$ cat src/rtl/flow_8to16.sv
// flow_8to16: packs an 8-bit valid/ready byte stream into a 16-bit valid/ready
// word stream, two bytes per word. LSB_FIRST selects where the first byte lands.
// Optional feature macro: FLOW_8TO16_FLUSH_EN adds src_last/dst_last and flushes a
// lone trailing byte as a word padded with PAD_BYTE.
module flow_8to16 #(
  parameter bit         LSB_FIRST = 1'b1,
  parameter logic [7:0] PAD_BYTE  = 8'h00
) (
  input  logic        clk,
  input  logic        rst_n,
  input  logic        cfg_en,
  input  logic        src_val,
  output logic        src_rdy,
  input  logic [7:0]  src_data,
`ifdef FLOW_8TO16_FLUSH_EN
  input  logic        src_last,
  output logic        dst_last,
`endif
  output logic        dst_val,
  input  logic        dst_rdy,
  output logic [15:0] dst_data
);

  typedef enum logic [1:0] {
    EMPTY = 2'd0,
    HALF  = 2'd1,
    FLUSH = 2'd2
  } state_t;

  state_t      state_q, state_d;
  logic [7:0]  hold_q, hold_d;
  logic        dst_val_q, dst_val_d;
  logic [15:0] dst_data_q, dst_data_d;
`ifdef FLOW_8TO16_FLUSH_EN
  logic        dst_last_q, dst_last_d;
`endif

  logic out_free;
  logic src_acc;
  logic dst_acc;
  logic last_in;

  // Place the first and second byte of a word according to LSB_FIRST.
  function automatic logic [15:0] pack(input logic [7:0] first, input logic [7:0] second);
    pack = LSB_FIRST ? {second, first} : {first, second};
  endfunction

`ifdef FLOW_8TO16_FLUSH_EN
  assign last_in = src_last;
`else
  assign last_in = 1'b0;
`endif

  // Handshake qualifiers; a first byte is taken even while the output is stalled.
  always_comb begin
    out_free = ~dst_val_q | dst_rdy;
    src_rdy  = rst_n & cfg_en & (state_q != FLUSH) & ((state_q != HALF) | out_free);
    src_acc  = src_val & src_rdy;
    dst_acc  = dst_val_q & dst_rdy;
  end

  // Next-state logic: byte pairing, word load, padded flush and output drain.
  always_comb begin
    state_d    = state_q;
    hold_d     = hold_q;
    dst_val_d  = dst_val_q;
    dst_data_d = dst_data_q;
`ifdef FLOW_8TO16_FLUSH_EN
    dst_last_d = dst_last_q;
`endif
    // Drain first; a load below in the same cycle overrides it and keeps valid high.
    if (dst_acc) begin
      dst_val_d = 1'b0;
    end
    case (state_q)
      EMPTY: begin
        if (src_acc) begin
          hold_d  = src_data;
          state_d = last_in ? FLUSH : HALF;
        end
      end
      HALF: begin
        if (src_acc) begin
          dst_data_d = pack(hold_q, src_data);
          dst_val_d  = 1'b1;
          state_d    = EMPTY;
`ifdef FLOW_8TO16_FLUSH_EN
          dst_last_d = last_in;
`endif
        end
      end
      FLUSH: begin
        if (out_free) begin
          dst_data_d = pack(hold_q, PAD_BYTE);
          dst_val_d  = 1'b1;
          state_d    = EMPTY;
`ifdef FLOW_8TO16_FLUSH_EN
          dst_last_d = 1'b1;
`endif
        end
      end
      default: state_d = EMPTY;
    endcase
  end

  // State register; reset and disable both clear everything, dropping any partial byte.
  always_ff @(posedge clk) begin
    if (!rst_n || !cfg_en) begin
      state_q    <= EMPTY;
      hold_q     <= '0;
      dst_val_q  <= 1'b0;
      dst_data_q <= '0;
`ifdef FLOW_8TO16_FLUSH_EN
      dst_last_q <= 1'b0;
`endif
    end else begin
      state_q    <= state_d;
      hold_q     <= hold_d;
      dst_val_q  <= dst_val_d;
      dst_data_q <= dst_data_d;
`ifdef FLOW_8TO16_FLUSH_EN
      dst_last_q <= dst_last_d;
`endif
    end
  end

  assign dst_val  = dst_val_q;
  assign dst_data = dst_data_q;
`ifdef FLOW_8TO16_FLUSH_EN
  assign dst_last = dst_last_q;
`endif

endmodule

$ cat config.mk
export PLATFORM = sky130hd
export DESIGN_NAME = flow_8to16
export DESIGN_NICKNAME = d
export VERILOG_FILES = /design/src/rtl/flow_8to16.sv
export SDC_FILE = /design/constraint.sdc
export NUM_CORES = 1
export LEC_CHECK = 0
export CAP_MARGIN = 20
export CORE_UTILIZATION = 48
export CTS_CLUSTER_DIAMETER = 200
export CTS_CLUSTER_SIZE = 16
export DETAILED_ROUTE_END_ITERATION = 10
export PLACE_DENSITY = 0.79
export SETUP_SLACK_MARGIN = 0.5
export SLEW_MARGIN = 0
export SYNTH_ARGS = -nofsm -noshare
export SYNTH_HDL_FRONTEND = slang
export SYNTH_SLANG_ARGS = --single-unit
export TNS_END_PERCENT = 1
$ cat constraint.sdc
create_clock -name clk -period 2.26 [get_ports clk]
set_input_delay 0.226 -clock clk [delete_from_list [all_inputs] [get_ports clk]]
set_output_delay 0.226 -clock clk [all_outputs]
set_load 0.1 [all_outputs]
Word level (Yosys, flattened, before mapping) --
Index checks and enable logic that the tools add are counted.
Storage, ports and cells: flip-flop bits (word level) 27, bits in latches 0, memories kept 0, logic and storage cells 38, ROM bits 0, RAM bits 0, input bits 13
Operators by class: shift-type cells 0, multipliers 0, div/mod/pow operators 0, reduce and logical (&&, ||, !) cells 8, bitwise gates (word level) 8, mux-type cells 11, add/subtract/negate cells 0, eq/ne operators 7, order comparisons 0
Operator list (number):
- $mux W16 | 2
- $pmux W16 S2 | 1
- $ne A2 B2 Y1 const B | 4
- $mux W2 | 3
- $pmux W2 S3 | 1
- $reduce_and A3 Y1 | 2
- $and A1 B1 Y1 | 5
- $mux W1 | 3
- $eq A2 B1 Y1 const B | 1
- $eq A2 B2 Y1 const B | 1
- $logic_not A1 Y1 | 2
- $logic_not A2 Y1 | 1
- $ne A2 B1 Y1 const B | 1
- $or A1 B1 Y1 | 2
- $pmux W1 S2 | 1
- $reduce_and A2 Y1 | 1
- $reduce_bool A2 Y1 | 1
- $logic_or A1 B1 Y1 | 1
- $not A1 Y1 | 1

Depth between registers and ports, before layout --
Gate-level depths: netlist of run 1.
word-level depth 7, gate-level depth with buffers 5

Least setup slack after synthesis of run 1 --
Ideal clock, no wire load.
path type register to output, start register dst_val_q, in the netlist dst_val, end output port src_rdy, path buffers 1, data required time 2034 ps, stages on the path, launching flop included 4, arrival time 2707 ps, path slack -673 ps, cells stage by stage dfxtp_1 and2b_2 buf_2 a21oi_1
On the way: longest elaborated chain between the ends 4
RTL lines:
- from (decl) | RTL line 32 | logic dst_val_q, dst_val_d;
- from (signal assigned) | RTL line 119 | dst_val_q <= dst_val_d;
- $not A1 Y1 | RTL line 56 | out_free = ~dst_val_q | dst_rdy;
- $or A1 B1 Y1 | RTL line 56
- $or A1 B1 Y1 | RTL line 57 | src_rdy = rst_n & cfg_en & (state_q != FLUSH) & ((state_q != HALF) | out_free);
- $and A1 B1 Y1 | RTL line 57
- to (decl) | RTL line 13 | output logic src_rdy,
No other way between the ends.

Final worst setup path of run 1 --
start input port dst_rdy, end output port src_rdy
On the way: longest elaborated chain between the ends 3
RTL lines:
- from (decl) | RTL line 20 | input logic dst_rdy,
- $or A1 B1 Y1 | RTL line 56
- $or A1 B1 Y1 | RTL line 57
- $and A1 B1 Y1 | RTL line 57
No other way between the ends.

==> results of run 1 <==
worst paths after layout:
kind	startpoint	endpoint	cells after the start
min	hold_q[0]	hold_q[0]	2
max reg2reg	state_q[0]	dst_data[5]	3
max	dst_rdy	src_rdy	4
min reg2reg	hold_q[0]	hold_q[0]	2
cell usage after synthesis:
cell type / instances / share of area
o21ai_0: 11 / 0.054
and2_4: 1 / 0.0086
clkbuf_1: 2 / 0.0074
nand3_1: 16 / 0.079
dfxtp_1: 26 / 0.51
o21ai_1: 5 / 0.025
nor2_1: 1 / 0.0037
buf_6: 2 / 0.022
buf_8: 1 / 0.015
buf_12: 1 / 0.020
nand2_1: 18 / 0.066
a21oi_1: 26 / 0.13
nand2b_1: 2 / 0.012
a211oi_2: 1 / 0.012
and2b_2: 2 / 0.017
buf_2: 4 / 0.020
worst min-delay path: stages (launching register included):
cell and delay [ps]:
dfxtp_1 350, nand2_1 50, a21oi_1 50
sequential cells by signal, summed over array words and instances, names as in the netlist:
register	cells
hold_q	8
state_q	1
dst_data	16
dst_val	1
area by class of cell:
class,instances,area share
Sequential cell,26,0.399
Multi-Input combinational cell,83,0.324
Timing Repair Buffer,31,0.211
Tap cell,27,0.0258
Clock buffer,3,0.0172
Clock inverter,1,0.0230
routing by layer:
metal	vias up	track usage	share of wire
li1	461	-	-
met1	451	0.296	0.44
met2	27	0.359	0.48
met3	5	0.0528	0.057
met4	0	0.0833	0.015
met5	-	0	0
logic make-up after synthesis:
kind of cell	Yosys count	share of synthesized area
AOI/OAI and AO/OA	43	0.219
and+or+nand+nor	40	0.187
DFF	26	0.511
buffers and inverters	10	0.0835
where the power goes:
group | leakage (nW) | switching, mW | internal [mW] | total [mW]
clock | 0.0279 | 0.137 | 0.180 | 0.317
combinational | 0.235 | 0.0546 | 0.0354 | 0.0900
sequential | 0.211 | 0.00484 | 0.466 | 0.470
per-stage QoR:
step / cell area, um2 / hold slack, ps / instances
2_1_floorplan: 1030 / 362 / 119
3_3_place_gp: 1250 / 446 / 167
3_5_place_dp: 1250 / 454 / 167
4_1_cts: 1310 / 467 / 171
5_1_grt: 1310 / 466 / 171
6_report: 1310 / 477 / 171
==> results.md, run 1 <==
* Status: finished, final reports clean
* DRT antenna net count at 0
* CTS H-tree depth at 1
* Yosys reg bits at 26
* Post-Syn Area per Cell at 8.56 um2
* Final Setup Violations at 0
* Initial Util at 0.514
* Placeable Area at 0.00198 mm2
* Syn Nets at 132
* Clock root buffer: clkbuf_4
* DP Worst Slack at 608 ps
* Vias/cell at 5.52
* Final Critical Period at 1620 ps
* Die Height at 48.1 um
* Fin. Hold Viols at 0
* Critical path peak fanout at 17
* Aggregate global-route resource usage at 0.225
* Fill cells at 172
* Number of global-route vias before repair at 839
* Mapped Cells at 119
* Fin crit share at 0.717
* Cts bufs inserted at 3
* Die footprint at 0.00231 mm2
* Seq/Total Area, Yosys at 0.511
* Routed len/inst at 13.3 um
* Crit-path slowest cell: clkdlybuf4s50_1
* Max VDD drop at 0.466 mV
* Cell chain of the critical path: clkdlybuf4s50_1, and2b_2, a21oi_4, buf_12
* Mapped Area at 0.00102 mm2
* CTS Hold Bufs at 0
* Worst Tran Pin Value at 683 ps
* Crit path largest cell delay at 460 ps
* Most frequent cells in the layout: 25 x a21oi_1, 25 x dfxtp_1, 18 x nand2_1, 18 x buf_4, 16 x nand3_1
* Total number of vias at 944
* RSZ-0062 raised after global routing: no
* Area growth from synthesis to layout at 28.4%
* Critical path arrival at 1390 ps
* Total power at 0.877 mW
* Sink Count at 26
* Yosys cell types at 16
* TritonRoute pass-1 iters at 4
* CTS max path bufs at 2
* Max transition margin at 0.545
* Seq. cell area at 522 um2
* Largest net degree at the start of global routing at 27
* Rows at 16
* Final max-slew violation count at 0
* Pleak at 0.474 nW
* Worst Path Buf+Inv at 2
* Drt drc at 0
* Clock Latency Late Sink at 330 ps
* Ratio of cells with drive above 1 in the final layout at 0.201
* Ys Warns at 0
* First DRT Iteration DRCs at 14
* PnR worst setup slack at 639 ps
* Die Wd at 48.1 um
* Area of the multi-input gates at 424 um2
* Setup crit end kind: output pin
* Initial antenna violation count at 0
* Setup TNS Final at 0 ps
* Post-DP HPWL at 1510 um
* Clock Skew at 19.0 ps
* Worst Hold Class: reg -> reg
* Final net count at 158
* Global-route wire length before repair at 3570 um
* Worst Setup Start Kind: input port
* Data required, critical path at 2030 ps
* Fin util at 0.660
* Ant. Diodes at 0
* CTS tree: done
* Setup CP Type: in -> out
* Setup Buffers After CTS at 0
* Routability congestion estimate at 0.796
* PwrDens at 671 mW/mm2
* Congestion Overflow GR at 0
* Top delay family on crit path: buffers and inverters
* Max cap viols at 0
* WL final at 2270 um
* Flop-to-flop setup slack at 970 ps
* # port buffers at 30
* Highest Clock Rate at 617 MHz
* Ports at 31
* Post-CTS Resized at 0
* Worst-path clk slew at 150 ps
Note: power is estimated with default switching activity, not from simulation.
==> run 2: changes to the inputs <==
--- a/config.mk
+++ b/config.mk
@@ -6,11 +6,11 @@
 export NUM_CORES = 1
 export LEC_CHECK = 0
 export CAP_MARGIN = 20
-export CORE_UTILIZATION = 48
+export CORE_UTILIZATION = 40
 export CTS_CLUSTER_DIAMETER = 200
 export CTS_CLUSTER_SIZE = 16
 export DETAILED_ROUTE_END_ITERATION = 10
-export PLACE_DENSITY = 0.79
+export PLACE_DENSITY = 0.7
 export SETUP_SLACK_MARGIN = 0.5
 export SLEW_MARGIN = 0
 export SYNTH_ARGS = -nofsm -noshare
==> constraint.sdc (replaced) <==
create_clock -name clk -period 1.3 [get_ports clk]
set_input_delay 0.13 -clock clk [delete_from_list [all_inputs] [get_ports clk]]
set_output_delay 0.13 -clock clk [all_outputs]
set_load 0.1 [all_outputs]
==> run 2 against run 1 <==
Effect of this change:
- the flow now finishes with violations (negative setup slack)
- sequential share of layout area is 6.5 points lower
- non-clock buffer count is 5 higher
- final cell count is 3.5% higher
- clock power is 6% higher
==> results.md, run 2 (synthesized netlist as in run 1, its figures left out) <==
* Final net count at 163 (+3.2%)
* Setup TNS Final at -16.2 ps (-16.2 ps)
* # port buffers at 30 (unchanged)
* Rows at 17 (+1)
* Max cap viols at 0 (unchanged)
* Final max-slew violation count at 0 (unchanged)
* Top delay family on crit path: flip-flops
* Ant. Diodes at 0 (unchanged)
* Fin util at 0.718 (+0.0587)
* Worst Setup Start Kind: flip-flop
* CTS Hold Bufs at 0 (unchanged)
* TritonRoute pass-1 iters at 5 (+1)
* Worst Hold Class: in -> reg
* Crit-path slowest cell: dfxtp_4
* Die footprint at 0.00275 mm2 (+19%)
* Worst Tran Pin Value at 240 ps (-443 ps)
* Routed met3 length at 107 um (-17%)
* Cell chain of the critical path: and2b_4, a21oi_4, buf_12
* PwrDens at 814 mW/mm2 (+21%)
* Routability congestion estimate at 0.781 (-1.9%)
* Area growth from synthesis to layout at 62.0%
* Setup CP Type: reg -> out
* Aggregate global-route resource usage at 0.190 (-0.0352)
* Worst-path clk slew at 130 ps (-20 ps)
* First DRT Iteration DRCs at 9 (-5)
* Total number of vias at 938 (-0.64%)
* Setup crit end kind: output pin
* Most frequent cells in the layout: 20 x buf_12, 17 x a21oi_1, 16 x nand3_1
* Crit path largest cell delay at 360 ps (-100 ps)
* Met1 Wirelength at 1090 um (+7.6%)
* Total power at 1.34 mW (+53%)
* CTS H-tree depth at 1 (unchanged)
* Critical path peak fanout at 2 (-15)
* Global-route wire length before repair at 3860 um (+8.1%)
* Drt drc at 0 (unchanged)
* Cts bufs inserted at 3 (unchanged)
* Data required, critical path at 1170 ps (-860 ps)
* Highest Clock Rate at 760 MHz
* PnR worst setup slack at -16.2 ps (-656 ps)
* Clock Skew at 8.89 ps (-10.1 ps)
* Die Wd at 52.5 um (+9.1%)
* Pleak at 0.560 nW (+18%)
* Most common cell after layout, fill and taps aside: buf_12
* Hold slack at 399 ps (-77.8 ps)
* Critical path arrival at 1190 ps (-200 ps)
* Post-DP HPWL at 1580 um (+4.4%)
* Fill cells at 185 (+7.6%)
* Fin. Hold Viols at 0 (unchanged)
* Number of global-route vias before repair at 836 (-0.36%)
* Largest net degree at the start of global routing at 19 (-30%)
* Initial Util at 0.443 (-0.0705)
* Placeable Area at 0.00230 mm2 (+16%)
* Worst Path Buf+Inv at 1 (-1)
* DP Worst Slack at -127 ps (-735 ps)
* Sink Count at 26 (unchanged)
* RSZ-0062 raised after global routing: yes
* CTS max path bufs at 2 (unchanged)
* Initial antenna violation count at 0 (unchanged)
* Max transition margin at 0.840 (+0.295)
* Max VDD drop at 0.541 mV (+16%)
* Status: finished with violations
* Die Height at 52.5 um (+9.1%)
* Congestion Overflow GR at 0 (unchanged)
* Vias/cell at 5.30 (-4.0%)
* WL final at 2460 um (+8.5%)
* Failing checks: negative setup slack
* Max Used Layer: met4
* Final Setup Violations at 1 (+1)
* Max reg flops at 16 (unchanged)
* Fin crit share at 1.01
* Routed len/inst at 13.9 um (+4.8%)
* CTS tree: done
* Clock Latency Late Sink at 310 ps (-20 ps)
* Ports at 31 (unchanged)
* Ratio of cells with drive above 1 in the final layout at 0.456 (+0.255)
* Final Critical Period at 1320 ps
* Met2 WL post-DR at 1260 um (+15%)
* Clock root buffer: clkbuf_4
* DRT antenna net count at 0 (unchanged)
==> run 2: metal layers <==
layer / global-route usage / up-vias
met1: 0.246 / 439
met4: 0.0526 / 0
met3: 0.0261 / 2
met2: 0.327 / 27
met5: 0 / -
li1: - / 470
==> run 2: final cells by class <==
cell class / instances / area [um2] / share of cell area
flip-flops and latches: 26 / 551 / 0.334
multi-input cells: 83 / 488 / 0.296
well taps: 28 / 35.0 / 0.0212
clock buffers: 4 / 26.3 / 0.0159
repair buffers: 36 / 551 / 0.334
==> run 2: per-stage QoR <==
step                      instances  area [um2]
after detailed placement        171        1520
after global placement          171        1520
after global routing            177        1650
final                           177        1650
after floorplan                 119        1040
after CTS                       177        1600
==> run 2: tightest hold or removal path, stage by stage <==
cell             delay, ps
clkdlybuf4s50_1        430
nand2_2                 70
a21oi_2                 40
==> run 2: worst paths after layout <==
check        slack [ps]  depth (start not counted)         from     endpoint
max                 -20                          3      dst_val      src_rdy
min                 400                          3  src_data[0]    hold_q[0]
max reg2reg         200                          4      dst_val  dst_data[7]
min reg2reg         470                          2    hold_q[2]  dst_data[2]
==> run 2: what timing repair did <==
| item | CTS | global route |
|---|---|---|
| pin swaps | 16 | 17 |
| resized for setup | 31 | 15 |
| gates cloned | 0 | 0 |
| buffers inserted | 2 | 0 |
| endpoints found under the setup margin | 44 | 44 |
==> run 2: power breakdown <==
part           switching, mW  internal [mW]  total (mW)
clock network          0.216          0.120       0.336
logic                  0.110         0.0845       0.194
registers            0.00934          0.804       0.814
==> run 3: changes to the inputs <==
--- a/config.mk
+++ b/config.mk
@@ -6,6 +6,7 @@
 export NUM_CORES = 1
 export LEC_CHECK = 0
 export CAP_MARGIN = 20
+export CORE_MARGIN = 2
 export CORE_UTILIZATION = 40
 export CTS_CLUSTER_DIAMETER = 200
 export CTS_CLUSTER_SIZE = 16
==> run 3 against run 2 <==
Effect of this change:
- the flow still finishes with violations (negative setup slack)
- combinational power is essentially flat
- clock skew shrank 4.2 ps
- sequential cell count is the same
- final area grew 1.5%
- critical path type unchanged
==> results.md, run 3 (synthesized netlist as in run 1, its figures left out) <==
* CTS tree: done
* Clock power share at 0.326 (+0.076)
* Highest Clock Rate at 740 MHz (-2.6%)
* Vias/cell at 5.37 (+1.4%)
* Final net count at 164 (+0.61%)
* Ports at 31 (unchanged)
* Final max-slew violation count at 0 (unchanged)
* Max VDD drop at 0.753 mV (+39%)
* Max transition margin at 0.867 (+0.0269)
* Pleak at 0.568 nW (+1.6%)
* Placed cells at 174 (+1.8%)
* Area growth from synthesis to layout at 64.5%
* Clock Skew at 4.67 ps (-4.23 ps)
* Worst Hold Class: in -> reg
* WL final at 2540 um (+2.9%)
* Worst-path clk slew at 140 ps (about the same)
* Setup CP Type: reg -> out
* Cell internal pwr at 1.13 mW (+12%)
* Drt drc at 0 (unchanged)
* Status: finished with violations
* Critical path arrival at 1220 ps (+30 ps)
* Aggregate global-route resource usage at 0.186 (-0.00438)
* Total number of vias at 967 (+3.1%)
* Number of global-route vias before repair at 854 (+2.2%)
* # port buffers at 30 (unchanged)
* Final Setup Violations at 1 (unchanged)
* RSZ-0062 raised after global routing: yes
* Final Critical Period at 1350 ps (+35.5 ps)
* Ant. Diodes at 0 (unchanged)
* Failing checks: negative setup slack
* Initial Util at 0.415 (-0.0285)
* Clock Latency Late Sink at 330 ps (+20 ps)
* Setup crit end kind: output pin
* Global-route wire length before repair at 3890 um (+0.88%)
* Fin. Hold Viols at 0 (unchanged)
* Data required, critical path at 1170 ps (about the same)
* Ratio of cells with drive above 1 in the final layout at 0.480 (+0.0236)
* Routed len/inst at 14.1 um (+1.2%)
* Sink Count at 26 (unchanged)
* Largest net degree at the start of global routing at 19 (unchanged)
* Max cap viols at 0 (unchanged)
* Placeable Area at 0.00245 mm2 (+6.9%)
* CTS Hold Bufs at 0 (unchanged)
* Psw at 0.370 mW (+10%)
* Routability congestion estimate at 0.809 (+3.6%)
* Die Height at 54.5 um (+3.8%)
* Total power at 1.50 mW (+11%)
* Reg power frac at 0.546 (-0.059)
* DRT antenna net count at 0 (unchanged)
* Most frequent cells in the layout: 19 x buf_12, 16 x a21oi_1, 16 x dfxtp_2
* Combinational share of power at 0.128 (-0.017)
* Die Wd at 54.5 um (+3.8%)
* Post-DP HPWL at 1710 um (+8.3%)
* Clock root buffer: clkbuf_4
* Congestion Overflow GR at 0 (unchanged)
* CTS max path bufs at 2 (unchanged)
* TritonRoute pass-1 iters at 4 (-1)
* Sw frac at 0.248 (-0.00210)
* Cts bufs inserted at 3 (unchanged)
* First DRT Iteration DRCs at 13 (+4)
* PwrDens at 893 mW/mm2 (+9.6%)
* Max reg flops at 16 (unchanged)
* Finished Layout Cells at 180 (+1.7%)
* CTS H-tree depth at 1 (unchanged)
* Worst Setup Start Kind: flip-flop
* Die footprint at 0.00297 mm2 (+7.8%)
* Rows at 18 (+1)
* Most common cell after layout, fill and taps aside: buf_12
* Fin crit share at 1.04 (+0.0273)
* PnR worst setup slack at -51.8 ps (-35.5 ps)
* Fin util at 0.682 (-0.0359)
* Setup TNS Final at -51.8 ps (-35.5 ps)
* Critical path peak fanout at 4 (+2)
* Initial antenna violation count at 0 (unchanged)
* Worst Tran Pin Value at 199 ps (-40.2 ps)
-- run 3: power by group through the flow --
| stage | registers (mW) | logic, mW | clock network [mW] |
|---|---|---|---|
| after floorplan | 0.854 | 0.0764 | 0 |
| after global routing | 0.819 | 0.204 | 0.525 |
| after detailed placement | 0.835 | 0.169 | 0 |
| final | 0.817 | 0.191 | 0.488 |
| after global placement | 0.834 | 0.165 | 0 |
| after CTS | 0.817 | 0.175 | 0.497 |
-- run 3: final timing paths --
path                               endpoint  slack [ps]  cells after the start        start
worst min-delay path              hold_q[5]         380                      3  src_data[5]
worst min register to register  dst_data[5]         480                      2    hold_q[5]
worst max register to register  dst_data[6]         200                      4      dst_val
worst max-delay path                src_rdy         -50                      3      dst_val
-- run 3: per-layer routing --
metal | track usage | wire length, um | vias to the layer above
met5 | 0 | 0 | -
met4 | 0.113 | 74 | 0
met3 | 0.0328 | 110 | 7
met2 | 0.295 | 1270 | 28
met1 | 0.233 | 1080 | 457
li1 | - | - | 475
-- run 3: final cells by class --
cell class              count  area (um2)
clock buffers               4        47.5
fillers                   193         779
multi-input cells          83         497
flip-flops and latches     26         548
well taps                  30        37.5
repair buffers             37         546
-- run 3: repair_timing --
item | 4_1_cts | 5_1_grt
pin swaps | 19 | 15
resized for setup | 30 | 16
setup buffers | 2 | 0
endpoints found under the hold margin | 0 | 0
setup endpoints to repair | 44 | 44
-- run 3: through the flow --
stage | cell area, um2 | worst slack, ps | hold WS [ps]
after floorplan | 1040 | -231 | 266
after global placement | 1520 | -111 | 444
after detailed placement | 1520 | -131 | 454
after CTS | 1630 | -57.7 | 367
after global routing | 1680 | -93.0 | 366
final | 1680 | -51.8 | 379
-- run 3: critical path: stages (launching register included) --
cell and delay [ps]:
dfxtp_4 370, and2b_4 190, a21oi_4 140, buf_12 190
